===== src/rtl/alu_sequencer_pkg.sv =====
// alu_sequencer shared types: opcodes, ALU op codes, FSM states.
// Imported by the decoder and the sequencer top.
package alu_seq_pkg;

   typedef logic [4:0] opcode_t;

   localparam opcode_t OP_ADD = 5'b00011;
   localparam opcode_t OP_SUB = 5'b00100;
   localparam opcode_t OP_AND = 5'b00101;
   localparam opcode_t OP_OR  = 5'b00110;
   localparam opcode_t OP_SHR = 5'b00111;
   localparam opcode_t OP_SHL = 5'b01001;
   localparam opcode_t OP_ROR = 5'b01010;
   localparam opcode_t OP_ROL = 5'b01011;
   localparam opcode_t OP_MUL = 5'b01111;
   localparam opcode_t OP_DIV = 5'b10000;
   localparam opcode_t OP_NOP = 5'b11010;

   typedef enum logic [3:0] {
      ALU_NOP = 4'd0,
      ALU_ADD = 4'd1,
      ALU_SUB = 4'd2,
      ALU_AND = 4'd3,
      ALU_OR  = 4'd4,
      ALU_SHR = 4'd5,
      ALU_SHL = 4'd6,
      ALU_ROR = 4'd7,
      ALU_ROL = 4'd8,
      ALU_MUL = 4'd9,
      ALU_DIV = 4'd10
   } alu_op_e;

   typedef enum logic [3:0] {
      IDLE = 4'd0,
      T0   = 4'd1,
      T1   = 4'd2,
      T2   = 4'd3,
      T3   = 4'd4,
      T4   = 4'd5,
      T5   = 4'd6,
      T6   = 4'd7
   } state_e;

   typedef struct packed {
      alu_op_e op;
      logic    legal;
      logic    wide;
      logic    nop;
   } dec_t;

endpackage


===== src/rtl/alu_sequencer_decoder.sv =====
// opcode_decoder: combinational opcode classification for the
// sequencer (ALU op, legality, HI/LO write-back, NOP).
module opcode_decoder
   import alu_seq_pkg::*;
#(
   parameter int OPC_W = 5
) (
   input  logic [OPC_W-1:0] opcode,
   output dec_t             dec
);

   always_comb begin
      dec.op    = ALU_NOP;
      dec.legal = 1'b1;
      dec.wide  = 1'b0;
      dec.nop   = 1'b0;
      unique case (1'b1)
         (opcode == OPC_W'(OP_ADD)): dec.op = ALU_ADD;
         (opcode == OPC_W'(OP_SUB)): dec.op = ALU_SUB;
         (opcode == OPC_W'(OP_AND)): dec.op = ALU_AND;
         (opcode == OPC_W'(OP_OR)):  dec.op = ALU_OR;
         (opcode == OPC_W'(OP_SHR)): dec.op = ALU_SHR;
         (opcode == OPC_W'(OP_SHL)): dec.op = ALU_SHL;
         (opcode == OPC_W'(OP_ROR)): dec.op = ALU_ROR;
         (opcode == OPC_W'(OP_ROL)): dec.op = ALU_ROL;
         (opcode == OPC_W'(OP_MUL)): begin
            dec.op   = ALU_MUL;
            dec.wide = 1'b1;
         end
         (opcode == OPC_W'(OP_DIV)): begin
            dec.op   = ALU_DIV;
            dec.wide = 1'b1;
         end
         (opcode == OPC_W'(OP_NOP)): dec.nop = 1'b1;
         default: dec.legal = 1'b0;
      endcase
   end

endmodule


===== src/rtl/alu_sequencer.sv =====
// alu_sequencer: hard-wired T-state control for the register-file
// datapath, with wait states, stall, trap and retire counter.
module alu_sequencer
   import alu_seq_pkg::*;
#(
   parameter int DATA_W   = 32,
   parameter int NUM_REGS = 16,
   parameter int OPC_W    = 5,
   parameter int ALU_OP_W = 4,
   parameter int CNT_W    = 16
) (
   input  logic                Clock,
   input  logic                clear,
   input  logic                run,
   input  logic                mem_ready,
   input  logic [DATA_W-1:0]   ir,
   output logic                PCout,
   output logic                Zlowout,
   output logic                Zhighout,
   output logic                MDRout,
   output logic                MARin,
   output logic                PCin,
   output logic                MDRin,
   output logic                IRin,
   output logic                Yin,
   output logic                Zin,
   output logic                HIin,
   output logic                LOin,
   output logic                IncPC,
   output logic                Read,
   output logic [NUM_REGS-1:0] Rout,
   output logic [NUM_REGS-1:0] Rin,
   output logic [ALU_OP_W-1:0] alu_op,
   output logic                illegal,
   output logic [CNT_W-1:0]    instr_count,
   output logic [3:0]          state
);

   localparam int RSEL_W = $clog2(NUM_REGS);
   localparam int RA_HI  = DATA_W - OPC_W - 1;
   localparam int RB_HI  = RA_HI - RSEL_W;
   localparam int RC_HI  = RB_HI - RSEL_W;

   logic [OPC_W-1:0]  opcode;
   logic [RSEL_W-1:0] ra, rb, rc;
   logic              unused_ir;
   dec_t              dec;
   state_e            state_q, state_d;
   logic              retire;

   assign opcode    = ir[DATA_W-1 -: OPC_W];
   assign ra        = ir[RA_HI -: RSEL_W];
   assign rb        = ir[RB_HI -: RSEL_W];
   assign rc        = ir[RC_HI -: RSEL_W];
   assign unused_ir = ^ir[RC_HI-RSEL_W:0];
   assign state     = state_q;

   opcode_decoder #(.OPC_W(OPC_W)) u_dec (
      .opcode (opcode),
      .dec    (dec)
   );

   always_ff @(posedge Clock or negedge clear) begin
      if (!clear) begin
         state_q     <= IDLE;
         instr_count <= '0;
      end else begin
         state_q <= state_d;
         if (retire) instr_count <= instr_count + CNT_W'(1);
      end
   end

   // Every strobe is gated by run so a stall freezes the datapath too.
   always_comb begin
      state_d  = state_q;
      retire   = 1'b0;
      PCout    = 1'b0;
      Zlowout  = 1'b0;
      Zhighout = 1'b0;
      MDRout   = 1'b0;
      MARin    = 1'b0;
      PCin     = 1'b0;
      MDRin    = 1'b0;
      IRin     = 1'b0;
      Yin      = 1'b0;
      Zin      = 1'b0;
      HIin     = 1'b0;
      LOin     = 1'b0;
      IncPC    = 1'b0;
      Read     = 1'b0;
      Rout     = '0;
      Rin      = '0;
      alu_op   = ALU_OP_W'(ALU_NOP);
      illegal  = 1'b0;
      if (run) begin
         unique case (state_q)
            IDLE: state_d = T0;
            T0: begin
               PCout   = 1'b1;
               MARin   = 1'b1;
               IncPC   = 1'b1;
               Zin     = 1'b1;
               state_d = T1;
            end
            T1: begin
               Zlowout = 1'b1;
               Read    = 1'b1;
               MDRin   = 1'b1;
               if (mem_ready) begin
                  PCin    = 1'b1;
                  state_d = T2;
               end
            end
            T2: begin
               MDRout  = 1'b1;
               IRin    = 1'b1;
               state_d = T3;
            end
            T3: begin
               if (!dec.legal) begin
                  illegal = 1'b1;
                  state_d = T0;
               end else if (dec.nop) begin
                  retire  = 1'b1;
                  state_d = T0;
               end else begin
                  Rout    = NUM_REGS'(1) << rb;
                  Yin     = 1'b1;
                  state_d = T4;
               end
            end
            T4: begin
               Rout    = NUM_REGS'(1) << rc;
               alu_op  = ALU_OP_W'(dec.op);
               Zin     = 1'b1;
               state_d = T5;
            end
            T5: begin
               Zlowout = 1'b1;
               if (dec.wide) begin
                  LOin    = 1'b1;
                  state_d = T6;
               end else begin
                  Rin     = NUM_REGS'(1) << ra;
                  retire  = 1'b1;
                  state_d = T0;
               end
            end
            T6: begin
               Zhighout = 1'b1;
               HIin     = 1'b1;
               retire   = 1'b1;
               state_d  = T0;
            end
            default: state_d = IDLE;
         endcase
      end
   end

endmodule


===== config.mk =====
export PLATFORM = sky130hd
export DESIGN_NAME = alu_sequencer
export DESIGN_NICKNAME = d
export VERILOG_FILES = /design/src/rtl/alu_sequencer_pkg.sv /design/src/rtl/alu_sequencer_decoder.sv /design/src/rtl/alu_sequencer.sv
export SDC_FILE = /design/constraint.sdc
export NUM_CORES = 1
export LEC_CHECK = 0
export CORE_ASPECT_RATIO = 1.1
export CORE_MARGIN = 4
export CORE_UTILIZATION = 34
export DETAILED_ROUTE_END_ITERATION = 12
export GPL_ROUTABILITY_DRIVEN = 0
export GPL_TIMING_DRIVEN = 0
export HOLD_SLACK_MARGIN = 0.12
export PLACE_DENSITY = 0.77
export SLEW_MARGIN = 20
export SYNTH_ARGS = -nofsm -noshare
export SYNTH_HDL_FRONTEND = slang
export SYNTH_SLANG_ARGS = --single-unit
export TNS_END_PERCENT = 1

===== constraint.sdc =====
create_clock -name Clock -period 1.7 [get_ports Clock]
set_input_delay 0.255 -clock Clock [delete_from_list [all_inputs] [get_ports Clock]]
set_output_delay 0.255 -clock Clock [all_outputs]
set_load 0.05 [all_outputs]

Yosys cells after proc, flatten, opt, wreduce, memory -nomap -nowiden --
Cells that the tools add are included.
Storage, ports and cells: output and inout port bits 71, flip-flop bits (word level) 20
Cells by class: shift-type cells 3, reductions and logical operators 7, muxes and demuxes 48, add/sub/neg operators 1, eq/ne operators 19
Operators by type and width (number):
- 16-bit 2-to-1 mux | 6
- 1-bit by 4-bit << shifter with 16-bit output (first input constant) | 3
- 4-bit one-hot mux with 10 select lines | 1
- 1-bit 2-to-1 mux | 32
- 16-bit one-hot mux with 2 select lines | 1
- 4-bit one-hot mux with 7 select lines | 1
- 5-bit by 3-bit == test with 1-bit output (second input constant) | 4
- 5-bit by 4-bit == test with 1-bit output (second input constant) | 4
- 16-bit by 1-bit adder with 16-bit output (second input constant) | 1
- 4-bit by 3-bit == test with 1-bit output (second input constant) | 4
- 4-bit 2-to-1 mux | 3
- 11-bit OR reduction | 1
- 5-bit == test (second input constant) | 2
- 3-bit 2-to-1 mux | 3
- 4-bit by 2-bit == test with 1-bit output (second input constant) | 2
- 2-bit OR reduction | 4
- 5-bit by 2-bit == test with 1-bit output (second input constant) | 1
- 4-bit by 1-bit == test with 1-bit output (second input constant) | 1
- 4-bit logical NOT | 1
- 1-bit one-hot mux with 3 select lines | 1
- 2-bit != test (second input constant) | 1
- 2-bit AND reduction | 1

Longest topological paths before layout --
Gate-level depths: netlist of the first run.
word-level depth 6, gate-level depth with buffers 7, depth with buffers taken out 5

By module --
From an unflattened synthesis of the first run, not the netlist that was laid out.
Second synthesis, totals: cells, all modules 214, area, all modules 1764.2 um^2
Modules (own cells, without submodules):
- alu_sequencer | cells each 188, instances 1, area each 1582.8 um^2, sequential area each 475.5 um^2
- opcode_decoder | cells each 26, instances 1, area each 181.4 um^2, sequential area each 0.0 um^2

Worst setup path after synthesis of the first run --
OpenSTA, ideal clock, no wires.
kind register to output, start point reg state_q[1] (netlist: state[1]), end point out alu_op[0], slack -1319 ps, cell stages (with the launch flop) 7, data required time 1445 ps, data arrival time 2764 ps, cell sequence dfrtp_1 > buf_2 > nor2b_1 > nand2_1 > inv_1 > nand2_1 > nor3_1
Between the ends: word-level cells in the longest chain between the ends 3
Ends and longest elaborated chain:
- from (decl) | RTL line alu_sequencer.sv:48 | state_e state_q, state_d;
- from (signal assigned) | RTL line alu_sequencer.sv:68 | state_q <= state_d;
- 4-bit by 3-bit == test with 1-bit output | RTL line alu_sequencer.sv:96 | unique case (state_q)
- 4-bit 2-to-1 mux | RTL line alu_sequencer.sv:96
- 4-bit 2-to-1 mux | RTL line alu_sequencer.sv:95 | if (run) begin
- to (decl) | RTL line alu_sequencer.sv:33 | output logic [ALU_OP_W-1:0] alu_op,
No other way between the ends.

Final worst setup path of the first run --
start point reg state_q[0] (netlist: state[0]), end point out Rin[0]
Between the ends: word-level cells in the longest chain between the ends 3
Ends and longest elaborated chain:
- 4-bit by 3-bit == test with 1-bit output | RTL line alu_sequencer.sv:96
- 16-bit 2-to-1 mux | RTL line alu_sequencer.sv:96
- 16-bit 2-to-1 mux | RTL line alu_sequencer.sv:95
- to (decl) | RTL line alu_sequencer.sv:32 | output logic [NUM_REGS-1:0] Rin,
No other way between the ends.

==> impl_summary.txt, run 1 <==
----------------------------------------------------
[Outcome]
  Violated checks ... negative setup slack
  Outcome ... finished with violations

[Cells and area]
  Non-filler instance count after layout ... 408
  Most frequent cells in the layout ... 42 x sky130_fd_sc_hd__buf_6, 33 x sky130_fd_sc_hd__buf_4, 28 x sky130_fd_sc_hd__nand2_1, 22 x sky130_fd_sc_hd__nor2_1, 21 x sky130_fd_sc_hd__dlygate4sd2_1
  Area grow syn2layout ... 103%
  Number of antenna diodes ... 0
  Share of post-route cells with drive strength above 1 ... 0.494
  Most common cell after layout, fill and taps aside ... sky130_fd_sc_hd__buf_6
  Layout net count ... 388

[STA]
  Final setup viols ... 53
  Number of endpoints with negative hold slack in the final report ... 0
  Clk_skew ... 9.16 ps
  Slew Limit Fails ... 0
  Setup repair after global routing missed its margin ... yes
  Final Critical Period ... 2130 ps
  Rel. slew slack ... 0.450
  Final clock period utilization by the worst path ... 1.25
  Final worst setup slack ... -433 ps
  Slew of the pin with the lowest slew margin ... 823 ps
  Maximum frequency from static timing analysis ... 469 MHz

[Critical path]
  WS Path Type ... register to output port
  Maximum net fanout on the critical path ... 5
  Type of destination of the critical path ... output port
  Endpoint arrival time on the critical path ... 1880 ps
  Required time of the critical path ... 1440 ps
  Worst Reg-to-Reg Cells ... 8
  Launching point of the worst reg2reg path ... state[0]
  Flop2flop setup slack ... -90 ps
  RR Endpoint ... instr_count[10]
  Startpoint kind of the worst setup timing path ... register
  Origin of the worst setup path ... state[0]

[Floorplanning]
  Die Height ... 83.4 um
  Ports placed on the boundary ... 107
  Core outline area ... 5000 um2
  Row cnt ... 27
  Die Outline Area ... 6390 um2
  Initial Util ... 0.352
  Die width ... 76.6 um

[Power]
  Leakage dissipation ... 1.53 nW
  Final Power ... 2.74 mW
  Peak ir drop on the vdd network ... 0.425 mV
  Power per cell area ... 768 nW/um2

[Route]
  Number of DRC markers in iteration 0 ... 85
  Remaining routing DRC violations ... 0
  Final routed wirelength across all metal layers ... 5.97 mm
  Total number of vias ... 2195
  First-pass detailed-route iteration total ... 4
  Drt via density ... 5.38
  Remaining number of nets flagged by the antenna check after routing ... 0
  Routed length per placed instance ... 14.6 um

[Logic synthesis]
  Yosys warns ... 0
  Number of distinct library cell variants in the gate-level netlist after synthesis ... 46
  Mapped Cells ... 234
  Number of synthesized flops with an enable pin ... 0
  Synth top area cells ... sky130_fd_sc_hd__dfrtp_1 27%, sky130_fd_sc_hd__nand2_1 7.9%, sky130_fd_sc_hd__nor2_1 6.8%, sky130_fd_sc_hd__xor2_1 5.5%, sky130_fd_sc_hd__nand3_1 3.7%
  Fraction of the mapped netlist area in simple logic gates ... 0.404
  Fraction of the mapped netlist area in compound gates ... 0.170
  Dominant register cell in the synthesized netlist ... sky130_fd_sc_hd__dfrtp_1
  Ys async rst share ... 1.00
  Share of the yosys chip area belonging to registers ... 0.270
  Share of the synthesized area in the top cell type ... 0.270
  Adder and majority cell fraction of the synthesized area ... 0.00712
  Synthesis-stage register bit count ... 19
  Multiplexer share of the synthesized area ... 0
  Dominant combinational cell family by area after synthesis ... simple AND/OR/NAND/NOR gates
  Most area-hungry cell type in the Yosys netlist ... sky130_fd_sc_hd__dfrtp_1
  Syn nets ... 271
  Per-instance average area after synthesis ... 7.51 um2
  Netlist area before placement ... 1760 um2
  Xor/xnor share of the synthesized area ... 0.0747

[Run]
  Count of max-cap constraint violations ... 0

[Clock tree]
  Hold Buf Count CTS ... 0
  Number of CTS-inserted buffers ... 3
  Clock H-tree levels ... 1
  CTS tree ... built
  Clock Tree Root ... sky130_fd_sc_hd__clkbuf_8
  Number of sinks driven by the clock tree ... 19
  Worst-case clock buffer depth ... 2
  Clock latency reported for the late side of the worst-skew pair ... 260 ps
  Clock-pin transition on the worst setup and hold timing paths ... 80 ps

[Global routing]
  Total gr overflow ... 0
  GRT Util Overall ... 0.184
  Vias in the first global route ... 2151
  Wire length of the first global-routing pass ... 9.96 mm
  Antenna violations before repair ... 0
  Maximum number of pins on one net before global-route repair ... 20

[Placed design]
  Place WS ... -1680 ps
  # port buffers ... 88
  Total half-perimeter wirelength after legalization and detailed placement ... 4.38 mm
  Placed cells ... 380

[Worst hold path]
  Type of the most critical hold path ... input pin to async pin

----------------------------------------------------
[cell usage after synthesis (2+ instances only)]
library cell	number
sky130_fd_sc_hd__o32ai_1	6
sky130_fd_sc_hd__nor2b_1	8
sky130_fd_sc_hd__o221a_2	2
sky130_fd_sc_hd__buf_2	7
sky130_fd_sc_hd__xnor2_1	4
sky130_fd_sc_hd__nand3_1	13
sky130_fd_sc_hd__o22ai_1	10
sky130_fd_sc_hd__clkbuf_1	2
sky130_fd_sc_hd__o21bai_1	2
sky130_fd_sc_hd__or3_1	3
sky130_fd_sc_hd__nor4_2	2
sky130_fd_sc_hd__xor2_1	11
sky130_fd_sc_hd__nand4b_1	2
sky130_fd_sc_hd__buf_4	6
sky130_fd_sc_hd__and2_1	2
sky130_fd_sc_hd__inv_1	7
sky130_fd_sc_hd__nor2_1	32
sky130_fd_sc_hd__nand2b_1	8
sky130_fd_sc_hd__o21ai_0	2
sky130_fd_sc_hd__nand2_1	37
sky130_fd_sc_hd__and3_1	4
sky130_fd_sc_hd__nand4_1	4
sky130_fd_sc_hd__nor3_2	4
sky130_fd_sc_hd__nor3_1	10
sky130_fd_sc_hd__a21oi_1	7
sky130_fd_sc_hd__dfrtp_1	19
[through the flow]
step	instance area (um2)	hold WS (ps)	utilization	setup TNS [ps]
2_1_floorplan	2170	-40.6	-	-17650
3_3_place_gp	3120	463	0.625	-67440
3_5_place_dp	3120	470	0.625	-68570
4_1_cts	3440	476	0.688	-14230
5_1_grt	3570	496	0.713	-17120
6_report	3570	465	0.713	-12450
[power breakdown]
group,internal (mW),switching (mW)
clock network,0.163,0.153
logic,0.672,1.13
registers,0.528,0.0913
[kinds of logic after synthesis]
| family | after synthesis |
|---|---|
| other | 1 |
| AOI/OAI and AO/OA | 38 |
| buffers and inverters | 23 |
| xor gates and xnor gates | 15 |
| adders and majority gates | 1 |
| DFF | 19 |
| and+or+nand+nor | 137 |
[layout make-up]
| type | count | area (um2) |
|---|---|---|
| multi-input cells | 192 | 1670 |
| fillers | 387 | 1430 |
| repair buffers | 113 | 1130 |
| flip-flops and latches | 19 | 479 |
| plain buffers | 15 | 135 |
| well taps | 58 | 72.6 |
| clock buffers | 3 | 41.3 |
| inverters | 7 | 32.5 |
| clock inverters | 1 | 5.00 |
[routing by layer]
metal / part of all wire / GRT usage / vias to the layer above
li1: - / - / 1057
met1: 0.39 / 0.222 / 1033
met2: 0.51 / 0.317 / 89
met3: 0.074 / 0.0477 / 16
met4: 0.027 / 0.0577 / 0
met5: 0 / 0 / -
[critical path, cell delays in order (launching register included)]
cell	delay, ps
sky130_fd_sc_hd__dfrtp_2	450
sky130_fd_sc_hd__nor2b_4	120
sky130_fd_sc_hd__and3_4	190
sky130_fd_sc_hd__nand2_2	50
sky130_fd_sc_hd__or3_4	450
sky130_fd_sc_hd__nor3_4	190
sky130_fd_sc_hd__buf_6	180
[sequential cells by signal, summed over array words and instances, names as in the netlist]
register,flops
instr_count,16
state,3
[worst max-delay path by stage]
stage	endpoint	slack, ps	cells after the start
final	Rin[0]	-430	6
after global routing	Rin[0]	-530	6
after CTS	Rout[14]	-470	7
after detailed placement	Rout[5]	-1680	9
after global placement	Rout[1]	-1630	9
after floorplan	Rin[0]	-490	6
[what timing repair did]
item,CTS,global route
cloned,1,0
pin swaps,19,20
endpoints found under the setup margin,87,60
buffers inserted,15,9
resized for setup,374,38
Note: power is estimated with default switching activity, not from simulation.
==> run 2, diff against run 1 <==
==> constraint.sdc (replaced) <==
create_clock -name Clock -period 1.75 [get_ports Clock]
set_input_delay 0.2625 -clock Clock [delete_from_list [all_inputs] [get_ports Clock]]
set_output_delay 0.2625 -clock Clock [all_outputs]
set_load 0.05 [all_outputs]
==> run 2 against run 1 <==
The run still ends with negative setup slack left. Largest cell class unchanged. Utilization shrank 0.80 points. Global-route usage about the same. Critical endpoint is now Rout[14]. Total power shrank 5.6%.
==> impl_summary.txt, run 2 (synthesis gave the netlist of run 1 again) <==
----------------------------------------------------
[Outcome]
  Outcome ... finished with violations
  Violated checks ... negative setup slack

[STA]
  Clk_skew ... 7.69 ps
  Final Critical Period ... 2170 ps
  Rel. slew slack ... 0.455
  Worst hold margin ... 470 ps
  Maximum frequency from static timing analysis ... 461 MHz
  Number of endpoints with negative hold slack in the final report ... 0
  Slew of the pin with the lowest slew margin ... 814 ps
  Final worst setup slack ... -420 ps
  Setup repair after global routing missed its margin ... yes
  Final clock period utilization by the worst path ... 1.24
  Final setup viols ... 41
  Final setup TNS ... -10740 ps
  Slew Limit Fails ... 0

[Floorplanning]
  Die Outline Area ... 6390 um2
  Initial Util ... 0.352
  Die Height ... 83.4 um
  Die width ... 76.6 um
  Row cnt ... 27
  Core outline area ... 5000 um2
  Ports placed on the boundary ... 107

[Global routing]
  Total gr overflow ... 0
  Antenna violations before repair ... 0
  GRT Util Overall ... 0.183
  Maximum number of pins on one net before global-route repair ... 20
  Wire length of the first global-routing pass ... 9.96 mm
  Vias in the first global route ... 2158

[Clock tree]
  Number of CTS-inserted buffers ... 3
  Clock H-tree levels ... 1
  CTS tree ... built
  Number of sinks driven by the clock tree ... 19
  Worst-case clock buffer depth ... 2
  Clock latency reported for the late side of the worst-skew pair ... 260 ps
  Clock-pin transition on the worst setup and hold timing paths ... 70 ps
  Clock Tree Root ... sky130_fd_sc_hd__clkbuf_8

[Critical path]
  Cell repeated most along the worst path ... sky130_fd_sc_hd__buf_6
  WS Path Type ... register to output port
  Endpoint arrival time on the critical path ... 1910 ps
  Flop2flop setup slack ... 30 ps
  Maximum net fanout on the critical path ... 10
  CP delay by family, top ... buffers and inverters
  Slowest cell delay on critical path ... 410 ps
  Type of destination of the critical path ... output port
  Required time of the critical path ... 1490 ps
  Number of buffers and inverters on the critical path ... 3
  Cells traversed along the worst timing path ... buf_6, nor2b_4, nand2_1, o21bai_4, buf_6, o32ai_4, buf_6
  Startpoint kind of the worst setup timing path ... register
  CP max-delay cell ... sky130_fd_sc_hd__dfrtp_2

[Route]
  Number of DRC markers in iteration 0 ... 77
  Final routed wirelength across all metal layers ... 5.73 mm
  Total number of vias ... 2128
  Routed length per placed instance ... 14.3 um
  First-pass detailed-route iteration total ... 4
  Remaining routing DRC violations ... 0
  Drt via density ... 5.31
  Remaining number of nets flagged by the antenna check after routing ... 0

[Cells and area]
  Most flop-heavy register ... instr_count
  Sequential cell area ... 479 um2
  Most frequent cells in the layout ... 43 x sky130_fd_sc_hd__buf_6, 30 x sky130_fd_sc_hd__nand2_1, 26 x sky130_fd_sc_hd__buf_4, 25 x sky130_fd_sc_hd__nor2_1
  Share of post-route cells with drive strength above 1 ... 0.464
  Area taken by multi-input logic gates ... 1660 um2
  Non-filler instance count after layout ... 401
  Layout net count ... 381
  FILL cells ... 395
  Area grow syn2layout ... 101%
  Most common cell after layout, fill and taps aside ... sky130_fd_sc_hd__buf_6
  Number of antenna diodes ... 0
  Max reg flops ... 16

[Placed design]
  Total half-perimeter wirelength after legalization and detailed placement ... 4.38 mm
  Placed cells ... 380
  Place WS ... -1640 ps
  # port buffers ... 88

[Power]
  Share of total power in the clock network ... 0.119
  Part of the power in combinational logic ... 0.654
  Final Power ... 2.58 mW
  Leakage dissipation ... 1.56 nW
  Power per cell area ... 733 nW/um2
  Switching Power ... 1.31 mW
  Sw frac ... 0.505
  Register share of total power ... 0.227
  Internal portion of total power ... 1.28 mW
  Peak ir drop on the vdd network ... 0.451 mV

[Worst hold path]
  Type of the most critical hold path ... input pin to async pin

[Run]
  Count of max-cap constraint violations ... 0

----------------------------------------------------
run 2: cell count changes in the layout (fill, tap and decap cells not counted), moves of 2 or more:
cell,before,now
sky130_fd_sc_hd__inv_1,3,5
sky130_fd_sc_hd__dlygate4sd2_1,21,15
sky130_fd_sc_hd__buf_4,33,26
sky130_fd_sc_hd__clkdlybuf4s50_1,14,16
sky130_fd_sc_hd__dlymetal6s2s_1,0,4
sky130_fd_sc_hd__nor2_1,22,25
sky130_fd_sc_hd__nand2_1,28,30
sky130_fd_sc_hd__nor2_2,5,2
run 2: area by class of cell:
cell class	instances	area share
clock inverter	1	0.00142
inverter	7	0.00851
tap	58	0.0206
buffer	16	0.0415
clock buffer	3	0.0117
sequential	19	0.136
timing repair buffer	105	0.309
multi-input combinational	192	0.471
run 2: worst paths after layout:
| check | from | to | cells past startpoint |
|---|---|---|---|
| worst max-delay path | state[1] | Rout[14] | 7 |
| min in group Clock | instr_count[15] | instr_count[15] | 1 |
| worst max register to register | state[0] | instr_count[12] | 8 |
| max in group asynchronous | clear | state[2] | 1 |
| worst min-delay path | clear | instr_count[9] | 1 |
| worst min register to register | instr_count[15] | instr_count[15] | 1 |
run 2: routing by layer:
metal / wire length, um / vias to the layer above / GRT usage
li1: - / 1045 / -
met1: 2330 / 1003 / 0.220
met2: 2910 / 68 / 0.319
met3: 371 / 12 / 0.0456
met4: 116 / 0 / 0.0577
met5: 0 / - / 0
run 2: worst reg2reg max path, cell delays in order, from the launching register on:
cell and delay, ps:
sky130_fd_sc_hd__dfrtp_2 420, sky130_fd_sc_hd__buf_8 130, sky130_fd_sc_hd__buf_4 150, sky130_fd_sc_hd__nor2_2 90, sky130_fd_sc_hd__and3_4 200, sky130_fd_sc_hd__o221ai_4 130, sky130_fd_sc_hd__buf_6 180, sky130_fd_sc_hd__nor3_2 200
sky130_fd_sc_hd__xor2_1 150
run 2: power by group through the flow:
stage               combinational [mW]  sequential [mW]  clock, mW
floorplan                        0.849            0.818          0
global placement                  1.51            0.594          0
detailed placement                1.52            0.596          0
CTS                               1.61            0.588      0.319
global route                      1.80            0.599      0.342
finish                            1.69            0.587      0.308
run 2: per-stage QoR:
| step | area (um2) | util |
|---|---|---|
| finish | 3530 | 0.705 |
| global route | 3530 | 0.705 |
| floorplan | 2170 | - |
| CTS | 3450 | 0.690 |
| global placement | 3120 | 0.625 |
| detailed placement | 3120 | 0.625 |
run 2: repair_timing:
item | 4_1_cts | 5_1_grt
cloned | 1 | 0
endpoints found under the setup margin | 78 | 63
pin swaps | 19 | 9
resized for setup | 368 | 30
hold buffers | 0 | 0
buffers inserted | 15 | 1
==> run 3, diff against run 2 <==
--- a/config.mk
+++ b/config.mk
@@ -13,6 +13,7 @@
 export GPL_TIMING_DRIVEN = 0
 export HOLD_SLACK_MARGIN = 0.12
 export PLACE_DENSITY = 0.77
+export REMOVE_ABC_BUFFERS = 1
 export SLEW_MARGIN = 20
 export SYNTH_ARGS = -nofsm -noshare
 export SYNTH_HDL_FRONTEND = slang
==> run 3 against run 2 <==
The flow still finishes with violations (negative setup slack). Maximum frequency up 3.1%. Clock power about the same. Die area unchanged. Count of clock-buffer cells in the layout up 1. Global-route usage down 0.56 points. Setup slack better by 64 ps. Worst hold slack worse by 5.9 ps. First-iteration DRC count down 32%. Final area down 15%. Clock skew down 5.2 ps. Final cell count down 4.0%. Combinational power down 14%. Largest cell class unchanged.
==> impl_summary.txt, run 3 (synthesis gave the netlist of run 1 again) <==
----------------------------------------------------
[Outcome]
  Outcome ... finished with violations
  Violated checks ... negative setup slack

[Placed design]
  Place WS ... -1660 ps
  Cell area reported after detailed placement ... 2630 um2
  Placed cells ... 366
  # port buffers ... 90
  Total half-perimeter wirelength after legalization and detailed placement ... 4.17 mm

[STA]
  Final clock period utilization by the worst path ... 1.20
  Final setup viols ... 40
  Clk_skew ... 2.45 ps
  Final Critical Period ... 2110 ps
  Rel. slew slack ... 0.451
  Setup repair after global routing missed its margin ... yes
  Maximum frequency from static timing analysis ... 475 MHz
  Number of endpoints with negative hold slack in the final report ... 0
  Final worst setup slack ... -356 ps
  Slew of the pin with the lowest slew margin ... 820 ps
  Slew Limit Fails ... 0

[Route]
  Final routed wirelength across all metal layers ... 6.02 mm
  Routed length per placed instance ... 15.6 um
  Remaining routing DRC violations ... 0
  Total number of vias ... 2107
  First-pass detailed-route iteration total ... 4
  Remaining number of nets flagged by the antenna check after routing ... 0
  Number of DRC markers in iteration 0 ... 52
  Drt via density ... 5.47

[Floorplanning]
  Core outline area ... 5000 um2
  Die Outline Area ... 6390 um2
  Die width ... 76.6 um
  Row cnt ... 27
  Initial Util ... 0.352
  Die Height ... 83.4 um
  Ports placed on the boundary ... 107

[Critical path]
  Startpoint kind of the worst setup timing path ... register
  Cells traversed along the worst timing path ... nor2b_4, nand2_2, o21bai_4, buf_6, o32ai_4, buf_6
  Launching point of the worst reg2reg path ... state[0]
  CP max-delay cell ... sky130_fd_sc_hd__dfrtp_2
  Origin of the worst setup path ... state[1]
  Type of destination of the critical path ... output port
  Cell repeated most along the worst path ... sky130_fd_sc_hd__buf_6
  Required time of the critical path ... 1490 ps
  WS Path Type ... register to output port
  Slowest cell delay on critical path ... 470 ps
  Endpoint arrival time on the critical path ... 1840 ps
  Maximum net fanout on the critical path ... 8

[Clock tree]
  Clock H-tree levels ... 1
  Clock Tree Root ... sky130_fd_sc_hd__clkbuf_8
  Clock-pin transition on the worst setup and hold timing paths ... 70 ps
  Number of CTS-inserted buffers ... 3
  Worst-case clock buffer depth ... 2
  Clock latency reported for the late side of the worst-skew pair ... 250 ps
  Number of sinks driven by the clock tree ... 19
  CTS tree ... built

[Cells and area]
  Most common cell after layout, fill and taps aside ... sky130_fd_sc_hd__nand2_1
  Most frequent cells in the layout ... 32 x sky130_fd_sc_hd__nand2_1, 29 x sky130_fd_sc_hd__buf_4, 29 x sky130_fd_sc_hd__buf_6, 28 x sky130_fd_sc_hd__nor2_1, 17 x sky130_fd_sc_hd__clkdlybuf4s50_1
  Most flop-heavy register ... instr_count
  FILL cells ... 461
  Layout net count ... 365
  Non-filler instance count after layout ... 385
  Share of post-route cells with drive strength above 1 ... 0.388
  Final core occ ... 0.600
  Number of antenna diodes ... 0
  Area grow syn2layout ... 70.7%
  Final design area excluding fillers ... 3000 um2
  Max reg flops ... 16

[Worst hold path]
  Type of the most critical hold path ... register to register
  Hold wc startpoint ... instr_count[15]

[Power]
  Final Power ... 2.39 mW
  Power per cell area ... 795 nW/um2
  Peak ir drop on the vdd network ... 0.731 mV
  Leakage dissipation ... 1.37 nW

[Global routing]
  Wire length of the first global-routing pass ... 9.72 mm
  Vias in the first global route ... 2141
  Maximum number of pins on one net before global-route repair ... 20
  Antenna violations before repair ... 0
  Total gr overflow ... 0
  GRT Util Overall ... 0.178

[Run]
  Count of max-cap constraint violations ... 0

----------------------------------------------------
## run 3: worst paths after layout
path                       cells past startpoint         endpoint  slack (ps)
min                                            1  instr_count[15]         460
max                                            6         Rout[10]        -360
min reg2reg                                    1  instr_count[15]         460
max reg2reg                                    6   instr_count[5]          10
min in group asynchronous                      1  instr_count[11]         480
max in group asynchronous                      1         state[2]         710
## run 3: worst max-delay path: cells and delay by family (launching register included)
family	cells	cell delay [ps]
buf+inv	2	370
simple gates	2	250
compound gates	2	490
flops	1	470
## run 3: metrics by stage
| step | TNS [ps] | hold slack (ps) |
|---|---|---|
| after floorplan | -49550 | -33.1 |
| after global placement | -67350 | 455 |
| after detailed placement | -68900 | 462 |
| after CTS | -7360 | 471 |
| after global routing | -11910 | 499 |
| final | -8210 | 464 |
## run 3: where the power goes
part	internal, mW	switching, mW	total (mW)
registers	0.513	0.102	0.616
clock network	0.162	0.144	0.305
logic	0.483	0.981	1.46
## run 3: timing repair
item                                    CTS  global route
endpoints found under the setup margin   80            66
hold buffers                              0             0
pin swaps                                13             9
resized for setup                       398            37
endpoints found under the hold margin     0             0
gates cloned                              1             0
setup buffers                            14             0
## run 3: cell type report
cell class / count / area (um2) / share of cell area
inverters: 7 / 26.3 / 0.00876
repair buffers: 104 / 952 / 0.317
multi-input cells: 193 / 1430 / 0.475
clock buffers: 4 / 45.0 / 0.0150
flip-flops and latches: 19 / 479 / 0.160
well taps: 58 / 72.6 / 0.0242
## run 3: routing by layer
layer,share of wire,vias up,track usage
li1,-,1014,-
met1,0.40,974,0.206
met2,0.50,97,0.314
met3,0.072,22,0.0423
met4,0.030,0,0.0675
met5,0,-,0
==> RTL change (config.mk and constraints of run 3) <==
`OPC_W` is set to 5 in 2 places; all go to 10.
--- a/src/rtl/alu_sequencer_decoder.sv
+++ b/src/rtl/alu_sequencer_decoder.sv
@@ -4,5 +4,5 @@
    import alu_seq_pkg::*;
 #(
-   parameter int OPC_W = 5
+   parameter int OPC_W = 10
 ) (
    input  logic [OPC_W-1:0] opcode,
--- a/src/rtl/alu_sequencer.sv
+++ b/src/rtl/alu_sequencer.sv
@@ -6,5 +6,5 @@
    parameter int DATA_W   = 32,
    parameter int NUM_REGS = 16,
-   parameter int OPC_W    = 5,
+   parameter int OPC_W    = 10,
    parameter int ALU_OP_W = 4,
    parameter int CNT_W    = 16
Check against the original RTL: not equivalent (Yosys sat finds a counterexample within 10 cycles, from zero or initial values).
==> RTL change against run 3 <==
The run still ends with setup timing left; non-clock buffer count grew 10; setup slack got worse by 0.19 ns; synthesized area rose by 3.2%; register-to-register slack worse by 0.45 ns; routed wire length up 9.9%; sequential cell count unchanged; design area grew 3.8%; global-route usage rose by 0.82 points; total power increased by 0.58%; largest cell class unchanged; largest power group unchanged.
==> RTL change: results (changes against run 3) <==
metric,value,unit,change
WL met3,479,um,was 433 um
Crit path arrival time,2.03,ns,was 1.84 ns
"top cells by count, synth","37 x nand2_1, 25 x nor2_1, 19 x dfrtp_1, 16 x nor3_1, 13 x xor2_1",,"was 37 x nand2_1, 32 x nor2_1, 19 x dfrtp_1, 13 x nand3_1, 11 x xor2_1"
grt met2 use,0.300,,was 0.314
Crit Path Max Fanout,7,,was 8
worst setup slack after placement,-2.20,ns,was -1.66 ns
worst r2r path cells,7,,was 6
layout cells sized above 1,0.400,,was 0.388
HPWL after DPL,4370,um,was 4170 um
total wire length,6620,um,was 6020 um
Max transition margin,0.432,,was 0.451
crit path from,ir[29],,was state[1]$_DFFE_PN0P_
# fillers,443,,was 461
Setup Viol. Count Final,57,,was 40
failing checks,setup timing,,unchanged
reg2reg end,instr_count[15]$_DFFE_PN0P_,,was instr_count[5]$_DFFE_PN0P_
DP Cell Count,383,,was 366
aggregate global-route resource usage,0.186,,was 0.178
worst reg2reg startpoint,state[2]$_DFFE_PN0P_,,was state[0]$_DFFE_PN0P_
Hold Crit Depth,1,,unchanged
synth top area cells,"dfrtp_1 26%, nand2_1 7.7%, xor2_1 6.3%",,"was dfrtp_1 27%, nand2_1 7.9%, nor2_1 6.8%"
met2 wire len,3200,um,was 2990 um
met3 Use GR,0.0333,,was 0.0423
fin cells,407,,was 385
"Seq/Total Area, Yosys",0.262,,was 0.270
vias in the first global route,2130,,"was 2,141"
Worst VDD drop,972,uV,was 731 uV
synth unique cells,53,,was 46
Leak,1.44,nW,was 1.37 nW
Final WS setup,-0.542,ns,was -0.356 ns
# port buffers,95,,was 90
cell count after synthesis,232,,was 234
met1 Usage GRT,0.242,,was 0.206
Detailed Route Iter0 Violations,73,,was 52
top cell type's share of synthesized area,0.262,,was 0.270
status,"finished, violations left",,unchanged
DRT met1 WL,2800,um,was 2420 um
FF-to-FF setup slack,-0.44,ns,was 0.01 ns
Worst Setup EP,Rout[4],,was Rout[10]
largest net degree at the start of global routing,20,,unchanged
global-route wire length before repair,10200,um,was 9720 um
==> RTL change: worst max-delay path, stage by stage <==
cell and delay, ns:
buf_6 0.09, or4_4 0.55, nor2_4 0.14, buf_12 0.13
o2111ai_4 0.20, o41ai_2 0.38, buf_4 0.27
==> RTL change: logic make-up after synthesis <==
logic type / count (synthesis) / synth area share
AND/OR/NAND/NOR: 128 / 0.394
AO/OA/AOI/OAI: 44 / 0.182
buffers and inverters: 22 / 0.0696
flip-flops: 19 / 0.262
XOR/XNOR: 16 / 0.0772
adder cells (fa/ha/maj): 1 / 0.00690
other: 1 / 0.00207
multiplexers: 1 / 0.00621
==> RTL change: cell type report <==
type	instances	share of cell area
clock buffer	4	0.0145
inverter	6	0.00723
multi-input combinational	192	0.482
sequential	19	0.154
tap	72	0.0289
timing repair buffer	114	0.314
==> RTL change: report_power, final <==
| group | switching (mW) | leakage, nW | internal [mW] |
|---|---|---|---|
| Clock | 0.152 | 0.0228 | 0.162 |
| Combinational | 1.04 | 1.17 | 0.450 |
| Sequential | 0.0914 | 0.255 | 0.504 |
==> RTL change: per-stage QoR <==
step | TNS, ns | power (mW) | cell area [um^2] | hold slack [ns] | util
2_1_floorplan | -74.19 | 1.41 | 1710 | -0.0331 | -
3_3_place_gp | -82.71 | 1.84 | 2750 | 0.456 | 0.539
3_5_place_dp | -85.13 | 1.86 | 2750 | 0.471 | 0.539
4_1_cts | -17.70 | 2.27 | 2950 | 0.483 | 0.579
5_1_grt | -21.99 | 2.50 | 3120 | 0.525 | 0.611
6_report | -17.73 | 2.40 | 3120 | 0.478 | 0.611
==> RTL change: what timing repair did <==
action | in CTS | in global routing
pin swaps | 16 | 15
buffers inserted | 9 | 10
gates resized for setup | 358 | 49
cloned | 1 | 0
endpoints found under the setup margin | 84 | 70
